<file path="src/rtl/dose_scheduler.sv">
`default_nettype none
// ============================================================================
// Module   : dose_scheduler
// Purpose  : Matches the time-of-day bus against a programmable dose table and
//            runs a req/ack handshake to the dispenser, timing out missed doses.
//            Optional macro DOSE_MISS_COUNT_EN adds a saturating miss counter.
// Revision : 1.0  initial release
// ============================================================================
module dose_scheduler #(
  parameter int NUM_SLOTS = 4,
  parameter int MISS_SECS = 60,
  localparam int SW = (NUM_SLOTS > 1) ? $clog2(NUM_SLOTS) : 1
) (
  input  logic          CLOCK_50,
  input  logic          resetn,
  input  logic          sec_pulse,
  input  logic [4:0]    hours,
  input  logic [5:0]    minutes,
  input  logic [5:0]    seconds,
  input  logic          prog_we,
  input  logic [SW-1:0] prog_slot,
  input  logic          prog_en,
  input  logic [4:0]    prog_hour,
  input  logic [5:0]    prog_min,
  output logic          dispense_req,
  output logic [SW-1:0] dispense_slot,
  input  logic          dispense_ack,
  output logic          missed_dose,
  output logic          alarm,
  output logic [7:0]    missed_count
);

  localparam logic [1:0] ST_IDLE = 2'd0;
  localparam logic [1:0] ST_REQ  = 2'd1;
  localparam logic [1:0] ST_DONE = 2'd2;
  localparam logic [7:0] C_MISS  = 8'(MISS_SECS);

  logic [1:0]           state_q, state_d;
  logic                 tick_q;
  logic [NUM_SLOTS-1:0] en_q;
  logic [4:0]           hour_q [NUM_SLOTS];
  logic [5:0]           min_q  [NUM_SLOTS];
  logic [NUM_SLOTS-1:0] pend_q, pend_d, match_w;
  logic [SW-1:0]        slot_q, slot_d, grant_idx;
  logic                 grant_vld, grant_take;
  logic [7:0]           cnt_q, cnt_d;
  logic                 missed_q, missed_d;
  logic                 alarm_q;
  logic                 prog_hit;

  assign prog_hit = prog_we && (32'(prog_slot) < NUM_SLOTS);

  always_ff @(posedge CLOCK_50 or negedge resetn) begin
    if (!resetn) begin
      for (int i = 0; i < NUM_SLOTS; i++) begin
        en_q[i]   <= 1'b0;
        hour_q[i] <= '0;
        min_q[i]  <= '0;
      end
    end else if (prog_hit) begin
      en_q[prog_slot]   <= prog_en;
      hour_q[prog_slot] <= prog_hour;
      min_q[prog_slot]  <= prog_min;
    end
  end

  // A slot already pending or currently being requested never re-arms.
  for (genvar i = 0; i < NUM_SLOTS; i++) begin : g_match
    assign match_w[i] = tick_q && (seconds == 6'd0) && en_q[i] &&
                        (hour_q[i] == hours) && (min_q[i] == minutes) &&
                        (hour_q[i] < 5'd24) && (min_q[i] < 6'd60) &&
                        !pend_q[i] &&
                        !((state_q == ST_REQ) && (slot_q == SW'(i)));
  end

  always_comb begin
    grant_vld = |pend_q;
    grant_idx = '0;
    for (int i = NUM_SLOTS - 1; i >= 0; i--) begin
      if (pend_q[i]) grant_idx = SW'(i);
    end
  end

  always_comb begin
    pend_d = pend_q | match_w;
    if (grant_take) pend_d[grant_idx] = 1'b0;
    if (prog_hit)   pend_d[prog_slot] = 1'b0;
  end

  always_ff @(posedge CLOCK_50 or negedge resetn) begin
    if (!resetn) begin
      state_q  <= ST_IDLE;
      tick_q   <= 1'b0;
      pend_q   <= '0;
      slot_q   <= '0;
      cnt_q    <= '0;
      missed_q <= 1'b0;
      alarm_q  <= 1'b0;
    end else begin
      state_q  <= state_d;
      tick_q   <= sec_pulse;
      pend_q   <= pend_d;
      slot_q   <= slot_d;
      cnt_q    <= cnt_d;
      missed_q <= missed_d;
      alarm_q  <= (|pend_d) | (state_d == ST_REQ);
    end
  end

  always_comb begin
    state_d    = state_q;
    slot_d     = slot_q;
    cnt_d      = cnt_q;
    missed_d   = 1'b0;
    grant_take = 1'b0;
    unique case (state_q)
      ST_IDLE: begin
        if (grant_vld) begin
          grant_take = 1'b1;
          slot_d     = grant_idx;
          cnt_d      = '0;
          state_d    = ST_REQ;
        end
      end
      ST_REQ: begin
        // Ack outranks a timeout landing in the same cycle.
        if (dispense_ack) begin
          state_d = ST_DONE;
        end else if (tick_q) begin
          cnt_d = cnt_q + 8'd1;
          if (cnt_d == C_MISS) begin
            missed_d = 1'b1;
            state_d  = ST_DONE;
          end
        end
      end
      ST_DONE: state_d = ST_IDLE;
      default: state_d = ST_IDLE;
    endcase
  end

  always_comb begin
    dispense_req  = (state_q == ST_REQ);
    dispense_slot = slot_q;
    missed_dose   = missed_q;
    alarm         = alarm_q;
  end

`ifdef DOSE_MISS_COUNT_EN
  logic [7:0] mcnt_q;

  always_ff @(posedge CLOCK_50 or negedge resetn) begin
    if (!resetn) begin
      mcnt_q <= '0;
    end else if (missed_d && (mcnt_q != 8'hFF)) begin
      mcnt_q <= mcnt_q + 8'd1;
    end
  end

  assign missed_count = mcnt_q;
`else
  assign missed_count = 8'h00;
`endif

endmodule
`default_nettype wire
</file>
<file path="config.mk">
export PLATFORM = sky130hd
export DESIGN_NAME = dose_scheduler
export DESIGN_NICKNAME = d
export VERILOG_FILES = /design/src/rtl/dose_scheduler.sv
export SDC_FILE = /design/constraint.sdc
export NUM_CORES = 1
export LEC_CHECK = 0
export CAP_MARGIN = 20
export CORE_UTILIZATION = 30
export CTS_CLUSTER_SIZE = 30
export DETAILED_ROUTE_END_ITERATION = 8
export GPL_ROUTABILITY_DRIVEN = 0
export PLACE_DENSITY_LB_ADDON = 0.12
export SETUP_SLACK_MARGIN = 0.2
export SYNTH_ARGS = -nofsm -noshare
export SYNTH_HDL_FRONTEND = slang
export SYNTH_SLANG_ARGS = --single-unit
</file>
<file path="constraint.sdc">
create_clock -name CLOCK_50 -period 2.8 [get_ports CLOCK_50]
set_input_delay 0.42 -clock CLOCK_50 [delete_from_list [all_inputs] [get_ports CLOCK_50]]
set_output_delay 0.42 -clock CLOCK_50 [all_outputs]
set_load 0.01 [all_outputs]
</file>
==> run_results.csv <==
group,metric,value,unit
worst_setup_path,slowest_delay,0.65,ns
synthesis,synth_cells,292,
routing,drc,0,
power_and_ir_drop,leakage,1.80,nW
floorplanning,die_y,108,µm
cells_and_area,syn_to_final_growth,27.5,%
global_routing,grt-ovfl-total,0,
worst_setup_path,cp_top_family,"buffers and inverters",
synthesis,synth_area_per_cell,11.6,µm²
cells_and_area,diodes,0,
floorplanning,initial_core_util,31.1,%
min_path,worstHoldPathType,"in2async",
cts,insertion_delay,0.33,ns
global_routing,antenna_found_initial,0,
worst_setup_path,critPathLaunchType,"primary input",
outcome,status,"finished clean",
synthesis,yosysWarningCount,0,
cts,path_clk_slew,0.05,ns
floorplanning,ios,49,
cts,cts_setup_buffers,0,
cells_and_area,fin_nets,378,
synthesis,synth.area.top_cells,"dfrtp_1 49%, mux2_2 16%, xnor2_1 7.0%, xor2_1 2.6%, buf_4 2.0%",
global_routing,grtUsageTotal,15.8,%
sta,finalMaxSlewViolations,0,
floorplanning,fp-row-count,38,
sta,layout_min_cycle_time,2.23,ns
sta,whs,0.114,ns
synthesis,syn_area,3400,µm²
routing,drt_iter0_markers,72,
worst_setup_path,path_class,"in2reg",
routing,vias,2357,
sta,finalSetupViolCount,0,
routing,ant_nets,0,
worst_setup_path,crit_buf_inv,1,
cts,cts_root_buffer,"clkbuf_16",
synthesis,ys_ff_latch,67,
sta,max_slew_margin,56.1,%
worst_setup_path,cp.required,3.00,ns
global_routing,grt_max_degree,43,
floorplanning,die_w,108,µm
placement,dpl.cell_count,470,
cts,cts_buffers,9,
worst_setup_path,crit_fanout,8,
routing,first_pass_iters,4,
worst_setup_path,critPathSlowestCell,"clkdlybuf4s50_1",
power_and_ir_drop,powerDensity,693,nW/µm²
worst_setup_path,crit_path_frequent_cell,"nor3_1",
synthesis,synth_top_area_share,49.3,%
placement,hpwl,6.36,mm
routing,routed_via_density,4.85,
worst_setup_path,timing.critical_path.arrival,2.43,ns
synthesis,synthArstFlopShare,100,%
cts,htree_num_levels,3,
sta,worstMarginPinSlew,0.658,ns
synthesis,seq_area_frac_synth,49.3,%
synthesis,yosys.area.top_type,"dfrtp_1",
sta,period_share,79.6,%
sta,final-hold-violation-count,0,
synthesis,ys_types,52,
synthesis,ys_top_cells_by_count,"67 x dfrtp_1, 48 x mux2_2, 27 x xnor2_1",
floorplanning,die-area,11800,µm²
cells_and_area,drive_above_1_share,24.6,%
worst_setup_path,crit_chain,"clkdlybuf4s50_1 > xor2_1 > nor3_1 > a31oi_1 > nor3_1 > a41o_2 > or4b_1",
sta,rsz0062_at_grt,"false",
global_routing,grt_pass1_wl,13.4,mm
floorplanning,core,10900,µm²
cts,post_cts_resized,0,
synthesis,synth-edff-count,0,
sta,max_freq,0.449,GHz
sta,finalSetupTns,0,ns
global_routing,grt_pass1_vias,2440,
routing,wl_per_cell,17.2,µm
cts,cts_tree,"built",
routing,routed_wl,8.38,mm
sta,worst_clock_skew,0.00674,ns
worst_setup_path,end_kind,"flip-flop",
cts,clockBufferDepth,2,
placement,io_buffers,40,
power_and_ir_drop,total_power,3.00,mW
cts,cts.sinks,67,
synthesis,synthFlopType,"dfrtp_1",
flow_run,maxCapViolations,0,
power_and_ir_drop,ir_drop,388,µV
synthesis,yosysMostFrequentCell,"dfrtp_1",
cells_and_area,instances_no_fill,486,
cts,cts_hold_buf,0,
==> worst register-to-register path: cells and delay by family (launching register included) <==
kind	cells	cell delay (ns)
AND/OR/NAND/NOR	4	1.14
flip-flops	1	0.42
AO/OA/AOI/OAI	2	0.27
==> per-layer routing <==
metal | up-vias | track usage, % | wire, µm
li1 | 1132 | - | -
met1 | 1171 | 20.0 | 3920
met2 | 47 | 25.6 | 4060
met3 | 7 | 5.00 | 318
met4 | 0 | 4.63 | 85
met5 | - | 0 | 0
==> report_power, final <==
| group | switching [mW] | internal, mW | leakage [nW] |
|---|---|---|---|
| Sequential | 0.107 | 1.10 | 0.831 |
| Clock | 0.408 | 0.941 | 0.179 |
| Combinational | 0.191 | 0.252 | 0.794 |
==> final timing paths <==
check / from / endpoint / slack, ns / cells past startpoint
worst max-delay path: hours[4] / alarm$_DFF_PN0_ / 0.57 / 7
worst min-delay path: resetn / cnt_q[5]$_DFFE_PN0P_ / 0.11 / 1
worst max register to register: state_q[1]$_DFF_PN0_ / alarm$_DFF_PN0_ / 0.85 / 6
worst min register to register: cnt_q[7]$_DFFE_PN0P_ / cnt_q[7]$_DFFE_PN0P_ / 0.49 / 1
max in group asynchronous: resetn / min_q[23]$_DFFE_PN0P_ / 2.04 / 2
min in group CLOCK_50: cnt_q[7]$_DFFE_PN0P_ / cnt_q[7]$_DFFE_PN0P_ / 0.49 / 1
==> metrics by stage <==
step | util [%] | setup slack [ns] | cell area [µm²]
final | 39.6 | 0.572 | 4330
after global routing | 39.6 | 0.413 | 4330
after CTS | 39.6 | 0.589 | 4330
after detailed placement | 36.3 | 0.234 | 3970
after global placement | 36.3 | 0.235 | 3970
after floorplan | - | 0.936 | 3430
==> registers in the layout (all words and copies together) (netlist names) <==
| name | count |
|---|---|
| cnt_q | 8 |
| min_q | 24 |
| dispense_slot | 2 |
| tick_q | 1 |
| pend_q | 4 |
| state_q | 2 |
| en_q | 4 |
| hour_q | 20 |
| missed_dose | 1 |
| alarm | 1 |
==> kinds of logic after synthesis <==
family	after synthesis	synth area share [%]
simple gates	77	13.0
flops	67	49.3
mux	48	15.9
compound gates	37	8.02
xor+xnor	37	9.53
buf+inv	24	3.75
fa+ha+maj	1	0.368
other cells	1	0.110
==> final cells by class <==
type                    count  area (µm²)
inverters                   6        22.5
clock buffers              12         267
repair buffers             49         475
multi-input cells         208        1620
fillers                  1108        6600
well taps                 140         175
clock inverters             4        95.1
flip-flops and latches     67        1680
==> placed cells by master (no fill, tap or decap), drive strengths merged, types with 2 or more instances in the layout <==
master,count
nand3b,4
nor2b,2
xor2,10
xnor2,27
nor4,3
nand2,10
inv,6
clkdlybuf4s50,39
a211oi,2
clkbuf,12
conb,8
bufinv,3
nor3b,3
o21ai,9
dfrtp,67
nand4,6
nor3,7
buf,10
a2111oi,2
nand2b,3
a21oi,7
nand3,11
mux2,48
and3,6
o41ai,2
nor2,16
o31ai,2
a31oi,2
Power figures use the tool's default switching activity.
